--- config.mk ---
export PLATFORM = sky130hd
export DESIGN_NAME = muldiv_unit
export DESIGN_NICKNAME = d
export VERILOG_FILES = /design/src/rtl/muldiv_unit.sv
export SDC_FILE = /design/constraint.sdc
export NUM_CORES = 1
export LEC_CHECK = 0
export ABC_AREA = 1
export BUFFER_PORTS_ARGS = -buffer_cell sky130_fd_sc_hd__buf_2
export CAP_MARGIN = 30
export CORE_MARGIN = 2
export CORE_UTILIZATION = 35
export CTS_CLUSTER_DIAMETER = 100
export DETAILED_ROUTE_END_ITERATION = 7
export GPL_TIMING_DRIVEN = 0
export HOLD_SLACK_MARGIN = 0.02
export SETUP_SLACK_MARGIN = 0.1
export SYNTH_ARGS = -nofsm -noshare
export SYNTH_HDL_FRONTEND = slang
export SYNTH_SLANG_ARGS = --single-unit
export TNS_END_PERCENT = 1
--- constraint.sdc ---
create_clock -name clk -period 5.1 [get_ports clk]
set_clock_uncertainty 0.2 [all_clocks]
set_input_delay 0.51 -clock clk [delete_from_list [all_inputs] [get_ports clk]]
set_output_delay 0.51 -clock clk [all_outputs]
set_load 0.05 [all_outputs]
--- src/rtl/muldiv_unit.sv ---
// muldiv_unit: iterative radix-2 multiply/divide unit producing the HI/LO pair.
// Covers mult, multu, div, divu (op = 00/01/10/11) plus mthi/mtlo writes.
// Operations take WIDTH+1 cycles after the start edge: WIDTH CALC steps + FIX.
// Optional feature: define MULDIV_ABORT_EN to add an 'abort' input that
// flushes an in-flight operation without touching HI/LO.
//
// Handshake: 'start' is only sampled while busy=0; while busy=1 start,
// hi_we and lo_we are ignored. 'done' pulses for one cycle in the cycle
// HI/LO first show a new operation result; busy is already low then.
module muldiv_unit #(
  parameter int WIDTH = 32,
  parameter int CNT_W = 6
) (
  input  logic             clk,
  input  logic             reset_n,
  input  logic             start,
  input  logic [1:0]       op,
`ifdef MULDIV_ABORT_EN
  input  logic             abort,
`endif
  input  logic [WIDTH-1:0] srca,
  input  logic [WIDTH-1:0] srcb,
  input  logic             hi_we,
  input  logic             lo_we,
  input  logic [WIDTH-1:0] wd,
  output logic             busy,
  output logic             done,
  output logic [WIDTH-1:0] hi,
  output logic [WIDTH-1:0] lo
);

  typedef enum logic [1:0] {S_IDLE, S_CALC, S_FIX} state_t;

  state_t             state_q, state_d;
  logic [1:0]         op_q, op_d;
  logic [WIDTH-1:0]   opnd_q, opnd_d;     // multiplicand |a| or divisor |b|
  logic [2*WIDTH-1:0] acc_q, acc_d;       // product, or {remainder, quotient}
  logic               neg_q, neg_d;       // negate product / quotient
  logic               neg_rem_q, neg_rem_d;
  logic               div0_q, div0_d;
  logic [CNT_W-1:0]   cnt_q, cnt_d;
  logic               busy_q, busy_d;
  logic               done_q, done_d;
  logic [WIDTH-1:0]   hi_q, hi_d;
  logic [WIDTH-1:0]   lo_q, lo_d;

  logic               abort_w;
`ifdef MULDIV_ABORT_EN
  assign abort_w = abort;
`else
  assign abort_w = 1'b0;
`endif

  logic               signed_in;
  logic [WIDTH-1:0]   a_mag, b_mag;
  logic [WIDTH:0]     mul_sum;
  logic [2*WIDTH-1:0] mul_next;
  logic [WIDTH:0]     rem_sh;
  logic [WIDTH-1:0]   rem_sub;
  logic [2*WIDTH-1:0] div_next;
  logic [2*WIDTH-1:0] prod_fix;
  logic [WIDTH-1:0]   quo_fix, rem_fix;

  // Operand magnitudes and one radix-2 step of each algorithm.
  // The magnitude of the most negative value wraps to itself, which is the
  // correct unsigned magnitude, so no extra bit is needed.
  always_comb begin
    signed_in = ~op[0];
    a_mag     = (signed_in && srca[WIDTH-1]) ? (~srca + WIDTH'(1)) : srca;
    b_mag     = (signed_in && srcb[WIDTH-1]) ? (~srcb + WIDTH'(1)) : srcb;
    // Shift-add: multiplier sits in the low half and shifts out LSB first.
    mul_sum   = {1'b0, acc_q[2*WIDTH-1:WIDTH]} + (acc_q[0] ? {1'b0, opnd_q} : '0);
    mul_next  = {mul_sum, acc_q[WIDTH-1:1]};
    // Restoring divide: partial remainder in the high half, dividend bits
    // shift in from the low half, quotient bits fill the low half.
    // When rem_sh >= divisor the true difference fits WIDTH bits, so a
    // WIDTH-bit subtract of the low bits gives it exactly.
    rem_sh    = {acc_q[2*WIDTH-1:WIDTH], acc_q[WIDTH-1]};
    rem_sub   = rem_sh[WIDTH-1:0] - opnd_q;
    if (rem_sh >= {1'b0, opnd_q})
      div_next = {rem_sub, acc_q[WIDTH-2:0], 1'b1};
    else
      div_next = {rem_sh[WIDTH-1:0], acc_q[WIDTH-2:0], 1'b0};
    prod_fix  = neg_q ? (~acc_q + (2*WIDTH)'(1)) : acc_q;
    quo_fix   = neg_q ? (~acc_q[WIDTH-1:0] + WIDTH'(1)) : acc_q[WIDTH-1:0];
    rem_fix   = neg_rem_q ? (~acc_q[2*WIDTH-1:WIDTH] + WIDTH'(1))
                          : acc_q[2*WIDTH-1:WIDTH];
  end

  // Next-state logic for the IDLE -> CALC -> FIX -> IDLE sequence.
  always_comb begin
    state_d   = state_q;
    op_d      = op_q;
    opnd_d    = opnd_q;
    acc_d     = acc_q;
    neg_d     = neg_q;
    neg_rem_d = neg_rem_q;
    div0_d    = div0_q;
    cnt_d     = cnt_q;
    busy_d    = busy_q;
    done_d    = 1'b0;
    hi_d      = hi_q;
    lo_d      = lo_q;
    case (state_q)
      S_IDLE: begin
        if (start) begin
          op_d      = op;
          opnd_d    = op[1] ? b_mag : a_mag;
          acc_d     = op[1] ? {{WIDTH{1'b0}}, a_mag} : {{WIDTH{1'b0}}, b_mag};
          neg_d     = signed_in & (srca[WIDTH-1] ^ srcb[WIDTH-1]);
          neg_rem_d = signed_in & op[1] & srca[WIDTH-1];
          div0_d    = op[1] & (srcb == '0);
          cnt_d     = '0;
          busy_d    = 1'b1;
          state_d   = S_CALC;
        end else begin
          if (hi_we) hi_d = wd;
          if (lo_we) lo_d = wd;
        end
      end
      S_CALC: begin
        if (abort_w) begin
          state_d = S_IDLE;
          busy_d  = 1'b0;
        end else begin
          acc_d = op_q[1] ? div_next : mul_next;
          cnt_d = cnt_q + CNT_W'(1);
          if (cnt_q == CNT_W'(WIDTH - 1)) state_d = S_FIX;
        end
      end
      S_FIX: begin
        state_d = S_IDLE;
        busy_d  = 1'b0;
        if (!abort_w) begin
          done_d = 1'b1;
          if (op_q[1]) begin
            // Divide by zero: remainder path already yields the signed dividend.
            hi_d = rem_fix;
            lo_d = div0_q ? '1 : quo_fix;
          end else begin
            hi_d = prod_fix[2*WIDTH-1:WIDTH];
            lo_d = prod_fix[WIDTH-1:0];
          end
        end
      end
      default: begin
        state_d = S_IDLE;
        busy_d  = 1'b0;
      end
    endcase
  end

  // State register with synchronous active-low reset.
  always_ff @(posedge clk) begin
    if (!reset_n) begin
      state_q   <= S_IDLE;
      op_q      <= '0;
      opnd_q    <= '0;
      acc_q     <= '0;
      neg_q     <= 1'b0;
      neg_rem_q <= 1'b0;
      div0_q    <= 1'b0;
      cnt_q     <= '0;
      busy_q    <= 1'b0;
      done_q    <= 1'b0;
      hi_q      <= '0;
      lo_q      <= '0;
    end else begin
      state_q   <= state_d;
      op_q      <= op_d;
      opnd_q    <= opnd_d;
      acc_q     <= acc_d;
      neg_q     <= neg_d;
      neg_rem_q <= neg_rem_d;
      div0_q    <= div0_d;
      cnt_q     <= cnt_d;
      busy_q    <= busy_d;
      done_q    <= done_d;
      hi_q      <= hi_d;
      lo_q      <= lo_d;
    end
  end

  assign busy = busy_q;
  assign done = done_q;
  assign hi   = hi_q;
  assign lo   = lo_q;

endmodule

==> Word level (Yosys, flattened, before mapping) <==
Index checks and enable logic that the tools add are counted.
{ "totals": {"register_bits": 175} }
{ "op_classes": {"add_sub_neg": 8, "magnitude_cmp": 1, "n_eq_ne": 8, "mux": 29, "n_bitwise": 12, "n_reduce_logical": 12} }
{ "op_table": {"columns": ["operator", "n"], "rows": [
  ["two-way mux 32 bit", 14],
  ["two-way mux 64 bit", 4],
  ["adder 32 x 1 -> 32 bit (second input constant)", 4],
  ["NOT 32 bit", 4],
  ["one-hot mux 32 bit (2 select lines)", 2],
  ["one-hot mux 64 bit (2 select lines)", 1],
  ["adder 64 x 1 -> 64 bit (second input constant)", 1],
  ["NOT 64 bit", 1],
  ["adder 32 x 32 -> 33 bit", 1],
  ["greater-or-equal comparator 33 x 32 -> 1 bit", 1],
  ["logical NOT 32 bit", 1],
  ["subtractor 32 bit", 1],
  ["one-hot mux 6 bit (2 select lines)", 1],
  ["inequality test 2 bit (second input constant)", 5],
  ["AND reduction 2 bit", 4],
  ["adder 6 x 1 -> 6 bit (second input constant)", 1],
  ["equality test 6 x 5 -> 1 bit (second input constant)", 1],
  ["two-way mux 6 bit", 1],
  ["AND reduction 3 bit", 2],
  ["bitwise AND 1 bit", 4],
  ["two-way mux 2 bit", 2],
  ["one-hot mux 2 bit (2 select lines)", 1],
  ["nonzero test 2 bit", 2],
  ["equality test 2 x 1 -> 1 bit (second input constant)", 1],
  ["7 further kinds", 10]
]} }

==> Longest topological paths before layout <==
Gate-level depths: netlist (run 1).
{ "logic_depth": {"ltp_word": 6, "mapped_depth": 21} }

==> Worst setup path after synthesis (run 1) <==
No wires, ideal clock.
{ "synth_path": {"path_type": "flip-flop to flip-flop", "from": "register acc_q[0]", "to": "register acc_q[55]", "setup_time_ns": 0.071, "arrival_ns": 2.306, "required_ns": 4.829, "path_slack_ns": 2.523, "path_stages_with_launch": 17, "path_buffers": 2, "synth_period_minus_slack_ns": 2.577, "cell_sequence": "dfxtp_1 > buf_6 > clkbuf_1 > nand2_1 > inv_1 > ha_1 > inv_1 > fa_1 > o21bai_1 > inv_1 > o21ai_0 > nand2_1 > nand3_1 > nand2_1 > nand3_1 > nand3_1 > a21oi_1"} }
{ "synth_between": {"elab_chain_len": 4} }
{ "synth_lines": {"columns": ["item", "line", "source"], "rows": [
  ["start, declared", "37", "logic [2*WIDTH-1:0] acc_q, acc_d;"],
  ["start signal, assigned", "159", "acc_q <= '0;"],
  ["start signal, assigned", "172", "acc_q <= acc_d;"],
  ["two-way mux 32 bit", "72", "mul_sum = {1'b0, acc_q[2*WIDTH-1:WIDTH]} + (acc_q[0] ? {1'b0, opnd_q} : '0);"],
  ["adder 32 x 32 -> 33 bit", "72", null],
  ["two-way mux 64 bit", "126", "acc_d = op_q[1] ? div_next : mul_next;"],
  ["one-hot mux 64 bit (2 select lines)", "104", "case (state_q)"]
]} }
Every way passes these cells.
A chain may end at the register's enable or synchronous reset.

==> Worst setup path in the final report (run 1) <==
Ends and elaborated chain as after synthesis.

==> reports/qor.csv, run 1 <==
metric;value;unit
num_antenna_cells;0;
crit_chain;buf_6 > clkbuf_1 > nand2_1 > inv_1 > ha_1 > inv_1 > fa_1 > o21bai_1 > inv_1 > o21ai_0 > nand2_1 > nand4_1 > nand3_1 > nand3_1 > a21oi_1;
syn_nets;3416;
overflow;0;
clock_latency;470;ps
synth_cells;3242;
vdd_drop_max;0.210;mV
p_leak;10.2;nW
ys_seq_area_frac;0.194;
place_area;0.0196;mm²
synth-edff-count;0;
period_needed;3700;ps
fin_setup_tns;0;ps
die_area;0.0531;mm²
max_freq;270;MHz
critical_path.max_stage_delay;510;ps
clockBufferDepth;2;
grt_pass1_vias;20400;
dpl_worst_slack;1540;ps
grt_max_degree;17;
synth_area;0.0179;mm²
cts_tree;yes;
slew_violations;0;
clkTransAtPathRegs;70;ps
core;0.0504;mm²
fin_area;0.0202;mm²
setup_viol;0;
relSlewSlack;0.284;
first_iter_violations;2353;
routabilityCongestion;1.04;
synth_cell_types;54;
ant_nets;0;
area_growth;12.6;%
drcViolationCount;0;
ios;169;
critPathArrivalTime;3830;ps
hold_viol;0;
critical_path_class;flip-flop to flip-flop;
maxCapViolCount;0;
fin_crit_sh;0.726;
fin_nets;3602;
die_h;230;µm
num_vias;22200;
rows;82;
p_per_area;256;mW/mm²
hold_ws;154;ps
start_util;0.356;
cp_max_fo;10;
drtPass1Iterations;6;
cts_setup_buffers;0;
grt_pass1_wl;123000;µm
fin_cells;4113;
synthFlopType;dfxtp_1;
path_common_cell;inv_1;
nFillCells;5766;
place_inst;4081;
status;completed;
regArea;0.00348;mm²
fin_util;0.401;
htree_levels;4;
dp_hpwl;70100;µm
cts_buffers;17;
end_kind;flip-flop;
multi_input_area;0.0121;mm²
cp.required;5220;ps
avgSynthCellArea;5.53;µm²
hold_buffers;0;
die_x;230;µm
clock-root-buffer;clkbuf_16;
slowest_stage;o21ai_0;
hp-class;primary input to flip-flop;
cts_num_sinks;174;
synth_seq_cells;174;
antenna_found_initial;3;
worst_pin_slew;1070;ps
wl;83400;µm
track_usage;0.306;
rsz0062_at_grt;false;
finalWorstSetupSlack;1400;ps
io_buffer_count;167;
ys_warn_count;0;
start_kind;flip-flop;
cts-resized-gates;0;
synth-async-reset-ratio;0;
drive_gt1_frac;0.0895;
wl_per_cell;20.3;µm
via_per_inst;5.40;
p_total;5.18;mW
## kinds of logic after synthesis
logic type	count (synthesis)	share of synthesized area
AOI/OAI and AO/OA	632	0.193
xor gates and xnor gates	58	0.0283
adders and majority gates	71	0.0504
buffers and inverters	592	0.130
DFF	174	0.194
and+or+nand+nor	1715	0.404
## sequential cells by signal, indices dropped and copies added, names as in the netlist, 2 cells and up
signal   cells
opnd_q      32
hi          32
cnt_q        6
state_q      2
lo          32
acc_q       64
## metal layers
| metal | up-vias | global-route usage | routed length (µm) |
|---|---|---|---|
| li1 | 10900 | - | - |
| met1 | 10000 | 0.405 | 35500 |
| met2 | 1133 | 0.471 | 35400 |
| met3 | 179 | 0.0564 | 7870 |
| met4 | 2 | 0.161 | 4550 |
| met5 | - | 0 | 11 |
## cell usage in the layout (no fill, tap or decap), drive strengths merged
| cell | n |
|---|---|
| nand3b | 10 |
| clkinv | 6 |
| a21o | 2 |
| nor2 | 296 |
| a31oi | 37 |
| clkbuf | 98 |
| o211ai | 27 |
| clkinvlp | 1 |
| o21ai | 290 |
| a221oi | 3 |
| o21a | 3 |
| xor2 | 48 |
| o221ai | 8 |
| o31ai | 7 |
| a211oi | 3 |
| buf | 213 |
| nor3 | 33 |
| nand2 | 1003 |
| and2 | 4 |
| and3 | 2 |
| nand4 | 45 |
| a32o | 1 |
| nor3b | 1 |
| dfxtp | 174 |
| inv | 472 |
| a21boi | 5 |
| o41ai | 2 |
| o21bai | 9 |
| bufinv | 1 |
| o22ai | 4 |
| nand3 | 296 |
| fa | 2 |
| nor4 | 9 |
| xnor2 | 10 |
| a22oi | 3 |
| a21oi | 228 |
| ha | 69 |
| or2 | 16 |
## cell usage after synthesis (6+ instances only)
cell type	count	share of area
nor3_1	30	0.0084
nand2_2	9	0.0031
inv_1	459	0.096
nor4_1	9	0.0031
a31oi_1	37	0.013
clkbuf_1	78	0.016
nand3b_1	10	0.0042
xnor2_1	10	0.0049
a21oi_2	6	0.0029
nand4_1	44	0.015
buf_6	7	0.0044
or2_2	14	0.0049
buf_2	23	0.0064
o31ai_1	7	0.0029
o21bai_1	9	0.0038
nand2_1	993	0.21
nor2_1	277	0.058
nor2_2	18	0.0063
dfxtp_1	174	0.19
xor2_1	48	0.023
inv_2	7	0.0015
buf_1	12	0.0025
o211ai_1	27	0.011
nand3_1	289	0.081
o21ai_2	7	0.0034
ha_1	69	0.048
o221ai_1	8	0.0039
o21ai_0	265	0.074
nand3_2	6	0.0033
o21ai_1	18	0.0050
a21oi_1	222	0.062
## layout make-up
| cell class | count | share of cell area |
|---|---|---|
| Clock inverter | 12 | 0.00613 |
| Multi-Input combinational cell | 2476 | 0.600 |
| Buffer | 124 | 0.0282 |
| Timing Repair Buffer | 167 | 0.0414 |
| Inverter | 468 | 0.0870 |
| Sequential cell | 174 | 0.172 |
| Tap cell | 672 | 0.0416 |
| Clock buffer | 20 | 0.0231 |
## worst max-delay path, delay by kind of cell (launching register included)
family	cells	cell delay, ps
adder cells (fa/ha/maj)	2	620
buffers and inverters	5	880
AO/OA/AOI/OAI	3	830
flip-flops	1	330
AND/OR/NAND/NOR	5	700
## where the power goes
| group | switching (mW) | total, mW | internal, mW |
|---|---|---|---|
| registers | 0.149 | 1.60 | 1.45 |
| logic | 1.58 | 2.22 | 0.640 |
| clock network | 0.632 | 1.36 | 0.724 |
| total | 2.37 | 5.18 | 2.82 |
## worst paths after layout
path | from | to | slack (ps) | cells after the start
setup / recovery | acc_q[0] | acc_q[55] | 1400 | 15
hold / removal | srcb[0] | opnd_q[0] | 150 | 3
setup reg to reg | acc_q[0] | acc_q[55] | 1400 | 15
hold reg to reg | cnt_q[5] | cnt_q[5] | 280 | 1
Power figures use the tool's default switching activity.
==> run 2, diff against run 1 <==
clock period = 3.8 ns   (was 5.1 ns; I/O delays follow)
==> run 2 against run 1 <==
  * Die area is the same
  * Combinational power grew 34%
  * Via count shrank 0.52%
  * Clock power grew 34%
  * Clock-buffer cell count is the same
  * Sequential power grew 34%
  * Wire length shrank 0.24%
  * Register-to-register slack lost 1100 ps
  * Global-route usage is essentially flat
  * Total power grew 34%
  * Core utilization is essentially flat
  * Critical endpoint unchanged
  * Largest cell class unchanged
  * Largest power group unchanged
==> reports/qor.csv, run 2 (synthesis gave the netlist of run 1 again) <==
metric;value;unit;change
status;completed;;
wl_per_cell;20.2;µm;-0.27%
hold_ws;34.7;ps;-119 ps
cts_num_sinks;174;;unchanged
hold_depth;3;;unchanged
grt_max_degree;17;;unchanged
start_util;0.356;;unchanged
slowest_stage;fa_1;;
fin_nets;3603;;+0.028%
cp.required;3920;ps;-1300 ps
drtPass1Iterations;6;;unchanged
cts_tree;yes;;
via_per_inst;5.37;;-0.54%
fin_area;0.0202;mm²;about the same
dp_hpwl;70100;µm;unchanged
rows;82;;unchanged
num_vias;22100;;-0.52%
fin_setup_tns;0;ps;unchanged
drcViolationCount;0;;unchanged
clock_latency;470;ps;about the same
rsz0062_at_grt;false;;
max_freq;286;MHz;+6.1%
fin_crit_sh;0.919;;+0.193
clockBufferDepth;2;;unchanged
cp_max_fo;10;;unchanged
drive_gt1_frac;0.0895;;about the same
start_kind;flip-flop;;
cts_buffers;17;;unchanged
final_common_cell;nand2_1;;
vdd_drop_max;0.280;mV;+33%
num_antenna_cells;0;;unchanged
die_area;0.0531;mm²;unchanged
fin_util;0.401;;about the same
hold_viol;0;;unchanged
path_buf_inv;5;;unchanged
io_buffer_count;167;;unchanged
die_h;230;µm;unchanged
place_area;0.0196;mm²;unchanged
worst_pin_slew;1100;ps;+24.7 ps
largest_reg_flops;64;;unchanged
p_per_area;344;mW/mm²;+34%
setup_viol;0;;unchanged
critPathArrivalTime;3620;ps;-210 ps
most-common-layout-cells;nand2_1 (993), inv_1 (459), nand3_1 (289);;
wl;83200;µm;-0.24%
crit_chain;buf_6 > clkbuf_1 > nand2_1 > inv_1 > ha_1 > inv_1 > fa_1 > o21bai_1 > inv_1 > o21ai_1 > nand2_1 > nand4_1 > nand3_1 > nand3_1 > a21oi_1;;
routabilityCongestion;1.04;;unchanged
antenna_found_initial;3;;unchanged
overflow;0;;unchanged
cp_top_family;buffers and inverters;;
maxCapViolCount;0;;unchanged
clkTransAtPathRegs;80;ps;about the same
track_usage;0.305;;about the same
relSlewSlack;0.268;;-0.0164
ios;169;;unchanged
top_register;acc_q;;
first_iter_violations;2200;;-6.5%
slew_violations;0;;unchanged
grt_pass1_vias;20400;;-0.015%
end_kind;flip-flop;;
period_needed;3490;ps;-212 ps
top_usage_layer;met2;;
cts_setup_buffers;0;;unchanged
grtUsageMet3;0.0564;;unchanged
met1_usage;0.404;;about the same
htree_levels;4;;unchanged
grt_pass1_wl;123000;µm;about the same
path_common_cell;inv_1;;
hp-class;primary input to flip-flop;;
worstRegToRegCells;15;;unchanged
cp.depth;15;;unchanged
ant_nets;0;;unchanged
grt_use_met2;0.471;;unchanged
core;0.0504;mm²;unchanged
p_leak;10.2;nW;about the same
area_growth;12.7;%;about the same
critical_path_class;flip-flop to flip-flop;;
die_x;230;µm;unchanged
clock-root-buffer;clkbuf_16;;
critical_path.max_stage_delay;420;ps;-90 ps
run 2: changes by cell type in the layout (fill, tap and decap cells not counted), sizes merged:
cell / change
dlygate4sd3: +1
run 2: layout make-up:
type / count / area (µm²)
buffer: 124 / 569
clock buffer: 20 / 467
clock inverter: 12 / 124
fill: 5763 / 30200
inverter: 468 / 1760
multi-input combinational: 2476 / 12100
sequential: 174 / 3480
tap: 672 / 841
timing repair buffer: 168 / 846
run 2: tightest hold or removal path, delay by kind of cell:
kind	cells	cell delay [ps]
buf+inv	1	110
simple gates	1	90
compound gates	1	80
run 2: worst paths after layout:
| kind | slack (ps) | startpoint | endpoint |
|---|---|---|---|
| setup / recovery | 310 | acc_q[0] | acc_q[55] |
| hold / removal | 30 | wd[4] | lo[4] |
| setup reg to reg | 310 | acc_q[0] | acc_q[55] |
| hold reg to reg | 290 | busy | busy |
run 2: where the power goes:
| group | leakage, nW | switching (mW) | internal [mW] | total [mW] |
|---|---|---|---|---|
| registers | 1.43 | 0.200 | 1.95 | 2.15 |
| clock network | 0.290 | 0.849 | 0.972 | 1.82 |
| logic | 8.45 | 2.12 | 0.860 | 2.98 |
run 2: repair_timing:
action / 4_1_cts / 5_1_grt
resized for setup: 0 / 1
setup endpoints to repair: 0 / 1
hold buffers: 1 / 0
hold endpoints to repair: 1 / 0
run 2: through the flow:
step | total power [mW] | worst slack (ps) | cells
detailed placement | 5.08 | 238 | 4081
finish | 6.95 | 308 | 4114
CTS | 6.88 | 203 | 4114
global route | 7.31 | 192 | 4114
global placement | 5.09 | 203 | 4081
floorplan | 4.08 | 1220 | 3242
run 2: routing by layer:
layer	vias to the layer above	wire, µm
li1	10900	-
met2	1085	35300
met5	-	30
met3	191	7810
met1	9928	35500
met4	4	4620
